[config.mk]
export PLATFORM = sky130hd
export DESIGN_NAME = mem_port_arbiter
export DESIGN_NICKNAME = d
export VERILOG_FILES = /design/src/rtl/mem_arb_pkg.sv /design/src/rtl/arb_rr2.sv /design/src/rtl/mem_port_arbiter.sv
export SDC_FILE = /design/constraint.sdc
export NUM_CORES = 1
export LEC_CHECK = 0
export BUFFER_PORTS_ARGS = -buffer_cell sky130_fd_sc_hd__buf_2
export CAP_MARGIN = 20
export CORE_ASPECT_RATIO = 1.25
export CORE_UTILIZATION = 42
export DETAILED_ROUTE_END_ITERATION = 12
export PLACE_DENSITY = 0.76
export SYNTH_ARGS = -nofsm -noshare
export SYNTH_HDL_FRONTEND = slang
export SYNTH_SLANG_ARGS = --single-unit
[constraint.sdc]
create_clock -name clk -period 2.15 [get_ports clk]
set_clock_uncertainty 0.2 [all_clocks]
set_input_delay 0.43 -clock clk [delete_from_list [all_inputs] [get_ports clk]]
set_output_delay 0.43 -clock clk [all_outputs]
set_load 0.02 [all_outputs]
[src/rtl/mem_arb_pkg.sv]
// Shared definitions for the memory-port arbiter: access widths, FSM states,
// requester encoding and the default BRAM address width.
package mem_arb_pkg;

   localparam int ADDR_W_DEFAULT = 12;

   // dm_width codes; 2'b11 is the illegal code
   localparam logic [1:0] BYTE = 2'b00;
   localparam logic [1:0] HALF = 2'b01;
   localparam logic [1:0] WORD = 2'b10;

   typedef enum logic [1:0] {
      IDLE  = 2'd0,
      BEAT0 = 2'd1,
      BEAT1 = 2'd2,
      RESP  = 2'd3
   } state_e;

   typedef enum logic {
      OWN_IF = 1'b0,
      OWN_DM = 1'b1
   } owner_e;

   // An access is legal when its width code is defined and it is naturally aligned
   function automatic logic is_legal(input logic [1:0] width, input logic [1:0] addr_lo);
      logic ok;
      case (width)
         BYTE:    ok = 1'b1;
         HALF:    ok = ~addr_lo[0];
         WORD:    ok = (addr_lo == 2'b00);
         default: ok = 1'b0;
      endcase
      return ok;
   endfunction

endpackage

[src/rtl/arb_rr2.sv]
// Two-way round-robin grant between the fetch and data requesters.
// On a tie the requester that did not win last time is chosen.
module arb_rr2
   import mem_arb_pkg::*;
(
   input  logic   clk,
   input  logic   rst,
   input  logic   en,
   input  logic   req_if,
   input  logic   req_dm,
   output logic   gnt_valid,
   output owner_e gnt_owner
);

   owner_e last_grant_q, last_grant_d;

   // Pick a winner from the current requests and the last grant
   always_comb begin
      gnt_valid = en & (req_if | req_dm);
      if (req_if && req_dm) begin
         gnt_owner = (last_grant_q == OWN_IF) ? OWN_DM : OWN_IF;
      end else if (req_dm) begin
         gnt_owner = OWN_DM;
      end else begin
         gnt_owner = OWN_IF;
      end
   end

   // Remember the winner of every grant that actually takes effect
   always_comb begin
      last_grant_d = last_grant_q;
      if (gnt_valid) begin
         last_grant_d = gnt_owner;
      end
   end

   // Last-grant register; starts at IF so DM wins the first tie
   always_ff @(posedge clk or negedge rst) begin
      if (!rst) begin
         last_grant_q <= OWN_IF;
      end else begin
         last_grant_q <= last_grant_d;
      end
   end

endmodule

[src/rtl/mem_port_arbiter.sv]
// Shares a byte-wide dual-port BRAM between instruction fetch and data access.
// A word takes two beats (ports A/B carry bytes 0/1 then 2/3); byte and half
// accesses take one beat. Handshake: a requester holds req high until it sees
// its ack pulse; the ack cycle itself is ignored for that requester so a req
// still high from the finished transaction is not granted a second time.
module mem_port_arbiter
   import mem_arb_pkg::*;
#(
   parameter int ADDR_W = ADDR_W_DEFAULT
) (
   input  logic              clk,
   input  logic              rst,
   input  logic              if_req,
   input  logic [31:0]       if_addr,
   output logic              if_ack,
   output logic [31:0]       if_rdata,
   input  logic              dm_req,
   input  logic              dm_we,
   input  logic [1:0]        dm_width,
   input  logic [31:0]       dm_addr,
   input  logic [31:0]       dm_wdata,
   output logic              dm_ack,
   output logic              dm_err,
   output logic [31:0]       dm_rdata,
   output logic              busy,
   output logic              en_a,
   output logic              we_a,
   output logic [ADDR_W-1:0] addr_a,
   output logic [7:0]        data_a,
   output logic              en_b,
   output logic              we_b,
   output logic [ADDR_W-1:0] addr_b,
   output logic [7:0]        data_b,
   input  logic [7:0]        recv_data_a,
   input  logic [7:0]        recv_data_b,
   output state_e            dbg_state
);

   state_e            state_q, state_d;
   owner_e            owner_q, owner_d;
   logic [ADDR_W-1:0] addr_q, addr_d;
   logic              we_q, we_d;
   logic [1:0]        width_q, width_d;
   logic [31:0]       wdata_q, wdata_d;
   logic [7:0]        b0_q, b0_d, b1_q, b1_d;
   logic              if_ack_q, if_ack_d, dm_ack_q, dm_ack_d, dm_err_q, dm_err_d;
   logic [31:0]       if_rdata_q, if_rdata_d, dm_rdata_q, dm_rdata_d;

   logic              gnt_valid;
   owner_e            gnt_owner;
   logic [1:0]        g_width;
   logic [31:0]       g_addr;
   logic              g_legal;
   logic [31:0]       rd_word;

   arb_rr2 u_arb (
      .clk       (clk),
      .rst       (rst),
      .en        (state_q == IDLE),
      .req_if    (if_req & ~if_ack_q),
      .req_dm    (dm_req & ~dm_ack_q),
      .gnt_valid (gnt_valid),
      .gnt_owner (gnt_owner)
   );

   // Attributes of whichever requester won this cycle; a fetch is always a word read
   always_comb begin
      if (gnt_owner == OWN_DM) begin
         g_width = dm_width;
         g_addr  = dm_addr;
      end else begin
         g_width = WORD;
         g_addr  = if_addr;
      end
      g_legal = is_legal(g_width, g_addr[1:0]);
   end

   // FSM state register
   always_ff @(posedge clk or negedge rst) begin
      if (!rst) begin
         state_q <= IDLE;
      end else begin
         state_q <= state_d;
      end
   end

   // FSM next state; rejected requests never leave IDLE
   always_comb begin
      state_d = state_q;
      case (state_q)
         IDLE:    if (gnt_valid && g_legal) state_d = BEAT0;
         BEAT0:   state_d = (width_q == WORD) ? BEAT1 : RESP;
         BEAT1:   state_d = RESP;
         RESP:    state_d = IDLE;
         default: state_d = IDLE;
      endcase
   end

   // FSM outputs: BRAM port drive per beat, plus busy/debug
   always_comb begin
      en_a   = 1'b0;
      we_a   = 1'b0;
      addr_a = '0;
      data_a = '0;
      en_b   = 1'b0;
      we_b   = 1'b0;
      addr_b = '0;
      data_b = '0;
      case (state_q)
         BEAT0: begin
            en_a   = 1'b1;
            we_a   = we_q;
            addr_a = addr_q;
            data_a = wdata_q[7:0];
            if (width_q != BYTE) begin
               en_b   = 1'b1;
               we_b   = we_q;
               addr_b = addr_q + ADDR_W'(1);
               data_b = wdata_q[15:8];
            end
         end
         BEAT1: begin
            en_a   = 1'b1;
            we_a   = we_q;
            addr_a = addr_q + ADDR_W'(2);
            data_a = wdata_q[23:16];
            en_b   = 1'b1;
            we_b   = we_q;
            addr_b = addr_q + ADDR_W'(3);
            data_b = wdata_q[31:24];
         end
         default: ;
      endcase
      busy      = (state_q != IDLE);
      dbg_state = state_q;
   end

   // Read word seen in RESP: the last beat's bytes are live on recv_data_*
   always_comb begin
      case (width_q)
         WORD:    rd_word = {recv_data_b, recv_data_a, b1_q, b0_q};
         HALF:    rd_word = {16'h0, recv_data_b, recv_data_a};
         default: rd_word = {24'h0, recv_data_a};
      endcase
   end

   // Transaction latch, first-beat capture and response generation
   always_comb begin
      owner_d    = owner_q;
      addr_d     = addr_q;
      we_d       = we_q;
      width_d    = width_q;
      wdata_d    = wdata_q;
      b0_d       = b0_q;
      b1_d       = b1_q;
      if_rdata_d = if_rdata_q;
      dm_rdata_d = dm_rdata_q;
      if_ack_d   = 1'b0;
      dm_ack_d   = 1'b0;
      dm_err_d   = 1'b0;
      case (state_q)
         IDLE: begin
            if (gnt_valid) begin
               if (g_legal) begin
                  owner_d = gnt_owner;
                  addr_d  = g_addr[ADDR_W-1:0];
                  width_d = g_width;
                  we_d    = (gnt_owner == OWN_DM) & dm_we;
                  wdata_d = (gnt_owner == OWN_DM) ? dm_wdata : 32'h0;
               end else if (gnt_owner == OWN_DM) begin
                  dm_ack_d = 1'b1;
                  dm_err_d = 1'b1;
               end else begin
                  if_ack_d   = 1'b1;
                  if_rdata_d = 32'h0;
               end
            end
         end
         BEAT1: begin
            b0_d = recv_data_a;
            b1_d = recv_data_b;
         end
         RESP: begin
            if (owner_q == OWN_IF) begin
               if_ack_d   = 1'b1;
               if_rdata_d = rd_word;
            end else begin
               dm_ack_d = 1'b1;
               if (!we_q) begin
                  dm_rdata_d = rd_word;
               end
            end
         end
         default: ;
      endcase
   end

   // Datapath registers
   always_ff @(posedge clk or negedge rst) begin
      if (!rst) begin
         owner_q    <= OWN_IF;
         addr_q     <= '0;
         we_q       <= 1'b0;
         width_q    <= BYTE;
         wdata_q    <= '0;
         b0_q       <= '0;
         b1_q       <= '0;
         if_ack_q   <= 1'b0;
         dm_ack_q   <= 1'b0;
         dm_err_q   <= 1'b0;
         if_rdata_q <= '0;
         dm_rdata_q <= '0;
      end else begin
         owner_q    <= owner_d;
         addr_q     <= addr_d;
         we_q       <= we_d;
         width_q    <= width_d;
         wdata_q    <= wdata_d;
         b0_q       <= b0_d;
         b1_q       <= b1_d;
         if_ack_q   <= if_ack_d;
         dm_ack_q   <= dm_ack_d;
         dm_err_q   <= dm_err_d;
         if_rdata_q <= if_rdata_d;
         dm_rdata_q <= dm_rdata_d;
      end
   end

   assign if_ack   = if_ack_q;
   assign if_rdata = if_rdata_q;
   assign dm_ack   = dm_ack_q;
   assign dm_err   = dm_err_q;
   assign dm_rdata = dm_rdata_q;

endmodule

## After elaboration in Yosys (flattened, before gate mapping)

Cells that the tools add are included.

- Add/subtract/negate cells: 3
- Eq/ne operators: 12
- Muxes and demuxes: 39
- Bitwise operators: 9
- Reductions and logical operators: 12

Operators with widths:

| operator | number |
|---|---|
| $mux W32 | 5 |
| $pmux W32 S2 | 2 |
| $pmux W12 S2 | 2 |
| $pmux W8 S2 | 2 |
| $add A12 B2 Y12 const B | 2 |
| $mux W12 | 2 |
| $mux W1 | 17 |
| $add A12 B1 Y12 const B | 1 |
| $ne A2 B2 Y1 const B | 5 |
| $eq A2 B2 Y1 const B | 4 |
| $mux W8 | 1 |
| $pmux W1 S2 | 4 |
| $pmux W2 S4 | 1 |
| $eq A2 B1 Y1 const B | 3 |
| $logic_not A2 Y1 | 3 |
| $reduce_and A3 Y1 | 2 |
| $reduce_bool A2 Y1 | 3 |
| $reduce_and A5 Y1 | 1 |
| $and A1 B1 Y1 | 4 |
| $mux W2 | 2 |
| $not A1 Y1 | 4 |
| $pmux W1 S3 | 1 |
| $logic_and A1 B1 Y1 | 2 |
| $reduce_or A2 Y1 | 1 |
| $or A1 B1 Y1 | 1 |

- Bits in registers: 134
- Word-level logic and storage cells: 89

## Longest topological paths before layout

- Word-level depth: 10
- Depth in mapped cells: 8
- Gate-level depth less buffers: 6

## By module

From an unflattened synthesis, not the netlist that was laid out.

- Cell total of the unflattened synthesis: 679
- Area, all modules: 6625.1 sq um

Modules (own cells, without submodules):

| module | instances | cells an instance | area each (sq um) | seq. area each (sq um) |
|---|---|---|---|---|
| mem_port_arbiter | 1 | 674 | 6573.8 | 3328.2 |
| arb_rr2 | 1 | 5 | 51.3 | 25.0 |

## Least setup slack after synthesis

No wires, ideal clock.

- Path kind: flip-flop to output port
- From: register state_q[0], in the netlist dbg_state[0]
- To: output port addr_a[3]
- Arrival time: 2.296 ns
- Required time: 1.520 ns
- Setup slack: -0.776 ns
- Cell stages (with the launch flop): 8
- Buffers on the path: 3
- Cell sequence: dfrtp_1 -> inv_1 -> ha_1 -> clkbuf_1 -> inv_1 -> clkbuf_1 -> buf_1 -> a211oi_1

- Longest elaborated chain between the ends: 2
- Elaborated cells on any way between the ends: 3
- Those cells by class: eq/ne: 2; mux: 1

RTL lines:

| element | RTL line | text |
|---|---|---|
| start, declared | mem_port_arbiter.sv:39 | `state_e state_q, state_d;` |
| start signal, assigned | mem_port_arbiter.sv:83 | `state_q <= state_d;` |
| $eq A2 B2 Y1 / $eq A2 B1 Y1 (equally long branches) | mem_port_arbiter.sv:109 | `case (state_q)` |
| $pmux W12 S2 (*) | mem_port_arbiter.sv:109 |  |
| end, declared | mem_port_arbiter.sv:28 | `output logic [ADDR_W-1:0] addr_a,` |

Mark *: on every way between the ends. The rest lies on a longest branch, timed or not.

## Worst setup path after layout

- From: register addr_q[2]
- To: output port addr_b[3]

- Longest elaborated chain between the ends: 3
- Elaborated cells on any way between the ends: 4
- Those cells by class: add/sub: 2; mux: 2

RTL lines:

| element | RTL line | text |
|---|---|---|
| start, declared | mem_port_arbiter.sv:41 | `logic [ADDR_W-1:0] addr_q, addr_d;` |
| start signal, assigned | mem_port_arbiter.sv:215 | `addr_q <= addr_d;` |
| $add A12 B1 Y12 | mem_port_arbiter.sv:118 | `addr_b = addr_q + ADDR_W'(1);` |
| $mux W12 | mem_port_arbiter.sv:115 | `if (width_q != BYTE) begin` |
| $pmux W12 S2 (*) | mem_port_arbiter.sv:109 |  |
| end, declared | mem_port_arbiter.sv:32 | `output logic [ADDR_W-1:0] addr_b,` |

Marked as above.

==> run_results.csv <==
group,metric,value,unit
cells_and_area,fillers,1233,
floorplanning,rows,52,
setup_path,cp.required,1520,ps
setup_path,startpoint,"addr_q[2]",
place,dp_hpwl,13800,µm
cells_and_area,area_growth,53.1,%
routing,drc_errors,0,
routing,first_pass_iters,5,
floorplanning,die_w,118,µm
grt,grt_usage,24.1,%
outcome,failed_checks,"setup timing",
min_path,hp-class,"input pin to flip-flop",
job,max-cap-violations,0,
setup_path,start_kind,"flip-flop",
timing,finalWorstSetupSlack,-621,ps
grt,grt_pass1_wl,32500,µm
synth,synth_seq_cells,134,
clock_tree,htree_levels,4,
timing,period_needed,2770,ps
synth,syn_nets,827,
synth,synth_warnings,0,
setup_path,cp_max_fo,4,
pwr,total_power,20.1,mW
cells_and_area,final_core_util,66.3,%
synth,synth-seq-area-share,47.6,%
pwr,ir_worst_vdd,1.21,mV
timing,max_freq,361,MHz
cells_and_area,final_cells,1198,
floorplanning,start_util,43.3,%
synth,netlist_area,7040,µm²
cells_and_area,finalNetCount,1099,
floorplanning,die_area,17300,µm²
cells_and_area,seq_area,3360,µm²
synth,syn_area_per_cell,10.1,µm²
grt,grt_max_degree,65,
timing,drv_slew,0,
routing,avgViaCountPerCell,5.33,
grt,grt_pass1_vias,6381,
grt,antenna_found_initial,1,
timing,finalCritPeriodShare,129,%
routing,num_vias,6388,
clock_tree,clk_latency,420,ps
setup_path,r2r-start,"dbg_state[0]",
clock_tree,cts_tree,"yes",
clock_tree,ctsRootBufferMaster,"clkbuf_16",
floorplanning,pin_count,233,
timing,tightest_slew,422,ps
timing,rsz0062_at_grt,"true",
synth,syn_inst,697,
pwr,p_per_area,1860,nW/µm²
routing,wl_per_cell,18.3,µm
routing,drt_wl_total,21900,µm
timing,setup_viol,81,
timing,slew_headroom,71.6,%
cells_and_area,multiInputGateArea,3930,µm²
clock_tree,cts-buffers-inserted,17,
synth,synth_cell_types,50,
timing,setup-tns-final,-22900,ps
pwr,p_leak,5.04,nW
timing,holdWs,46.1,ps
place,io_buffers,192,
setup_path,critPathCaptureType,"primary output",
setup_path,criticalPathCategory,"flip-flop to primary output",
place,dp.cells,1145,
place,gp_congestion,0.871,
floorplanning,fp.coreArea,16300,µm²
timing,finalHoldViolCount,0,
routing,ant_nets,0,
clock_tree,path_clk_slew,60,ps
min_path,worstHoldStart,"dm_wdata[10]",
floorplanning,die_h,147,µm
routing,first_iter_violations,289,
clock_tree,clock-sinks,134,
clock_tree,cts.path.max_buffers,2,
cells_and_area,drive_above_1_share,51.3,%
setup_path,worst_ep_arrival_time,2140,ps
grt,gr-total-overflow,0,
outcome,status,"finished with violations",
[area by class of cell]
| class | instances | area share [%] |
|---|---|---|
| multi-input cells | 467 | 36.4 |
| flip-flops and latches | 134 | 31.2 |
| repair buffers | 304 | 22.3 |
| clock buffers | 20 | 4.24 |
| well taps | 216 | 2.51 |
| inverters | 45 | 1.75 |
| clock inverters | 11 | 1.60 |
| diodes | 1 | 0.0232 |
[critical path, cell delays in order, from the launching register on]
cell and delay, ps:
dfrtp_2 460, ha_4 210, buf_4 150, nor2_1 230
o22ai_1 170, a221oi_2 310, buf_4 190
[registers in the layout, indices dropped and copies added, names as in the netlist]
name and cells:
dm_rdata 32, width_q 2, if_rdata 32, dm_err 1, b0_q 8, dbg_state 2
we_q 1, b1_q 8, wdata_q 32, owner_q 1, dm_ack 1, addr_q 12
u_arb.last_grant_q 1, if_ack 1
[metal layers]
| metal | track usage [%] | routed length (µm) | vias up |
|---|---|---|---|
| met4 | 6.92 | 528 | 0 |
| met3 | 6.37 | 1280 | 56 |
| met5 | 0 | 0 | - |
| li1 | - | - | 2954 |
| met2 | 44.1 | 11700 | 262 |
| met1 | 27.3 | 8400 | 3116 |
[path summary, 6_finish.rpt]
| check | endpoint | slack (ps) | cells past startpoint |
|---|---|---|---|
| setup / recovery | addr_b[3] | -620 | 6 |
| hold / removal | wdata_q[10] | 50 | 3 |
| setup reg to reg | if_rdata[1] | -160 | 8 |
| hold reg to reg | dm_rdata[11] | 270 | 2 |
| max in group asynchronous | if_rdata[8] | 800 | 3 |
| min in group asynchronous | addr_q[10] | 300 | 2 |
[stage by stage]
step           cell area [µm²]  setup slack [ps]
6_report                 10800              -621
5_1_grt                  10800              -700
4_1_cts                  10300              -523
3_5_place_dp              9210              -197
3_3_place_gp              9210              -168
2_1_floorplan             7420              -147
[where the power goes]
| part | switching, mW | internal [mW] | leakage (nW) |
|---|---|---|---|
| Combinational | 6.70 | 5.86 | 3.02 |
| Clock | 1.12 | 2.00 | 0.307 |
| Sequential | 0.755 | 3.65 | 1.72 |
[layout by cell type (no fill, tap or decap), drive strengths merged, types with 4 or more instances in the layout]
cell    Yosys  routed
nor2b       4       4
nor2       48      48
nand2b      5       5
a311oi      6       6
clkinv      2       6
a22oi      32      32
nand2     101     101
nand4       4       4
bufinv      0       4
and2        6       6
o31ai       4       4
mux2       69      69
and3       16      16
a21oi      15      15
nor3       11      11
mux2i      41      41
clkbuf     24      23
a31oi       5       5
dfrtp     134     134
o21ai      52      52
buf        27     300
inv        43      45
nand3       8       8
o21a        5       5
ha         11      11
[cells by family (layout without fill, tap and decap cells)]
group / count (synthesis) / in the layout / share of synthesized area (%)
AND/OR/NAND/NOR: 210 / 210 / 13.4
flip-flops: 134 / 134 / 47.6
AO/OA/AOI/OAI: 133 / 133 / 12.3
multiplexers: 110 / 110 / 18.5
buffers and inverters: 96 / 380 / 5.87
adder cells (fa/ha/maj): 11 / 11 / 1.96
XOR/XNOR: 3 / 3 / 0.373
other: 0 / 1 / 0
[what timing repair did]
action,CTS,global route
pin swaps,16,25
buffers inserted,5,12
setup endpoints to repair,87,87
endpoints found under the hold margin,35,0
cloned,2,3
hold buffers,1,0
gates resized for setup,117,82
[synthesized netlist by cell type (all sizes together)]
cell | n | area [µm²]
and3 | 16 | 100
a21oi | 15 | 75.1
and4 | 2 | 17.5
o22ai | 1 | 6.26
a31oi | 5 | 31.3
a22o | 1 | 8.76
clkbuf | 24 | 90.1
o31ai | 4 | 30.0
nand3 | 8 | 40.0
nand3b | 2 | 15.0
nor3 | 11 | 60.1
ha | 11 | 138
nand2 | 101 | 382
o32a | 1 | 10.0
a21o | 2 | 15.0
mux2 | 69 | 890
o21ai | 52 | 260
xnor2 | 2 | 17.5
mux2i | 41 | 410
nand2b | 5 | 31.3
dfrtp | 134 | 3350
or3b | 1 | 8.76
a311oi | 6 | 70.1
o221ai | 1 | 8.76
a211oi | 2 | 15.0
o21a | 5 | 37.5
inv | 43 | 161
or4 | 2 | 15.0
o211a | 1 | 10.0
a22oi | 32 | 240
nor2 | 48 | 180
clkinv | 2 | 7.51
nor2b | 4 | 32.5
a32o | 2 | 20.0
o32ai | 1 | 8.76
xor2 | 1 | 8.76
a221oi | 1 | 8.76
and2 | 6 | 37.5
nand4 | 4 | 25.0
a21boi | 1 | 7.51
buf | 27 | 154
Note: power is estimated with default switching activity, not from simulation.
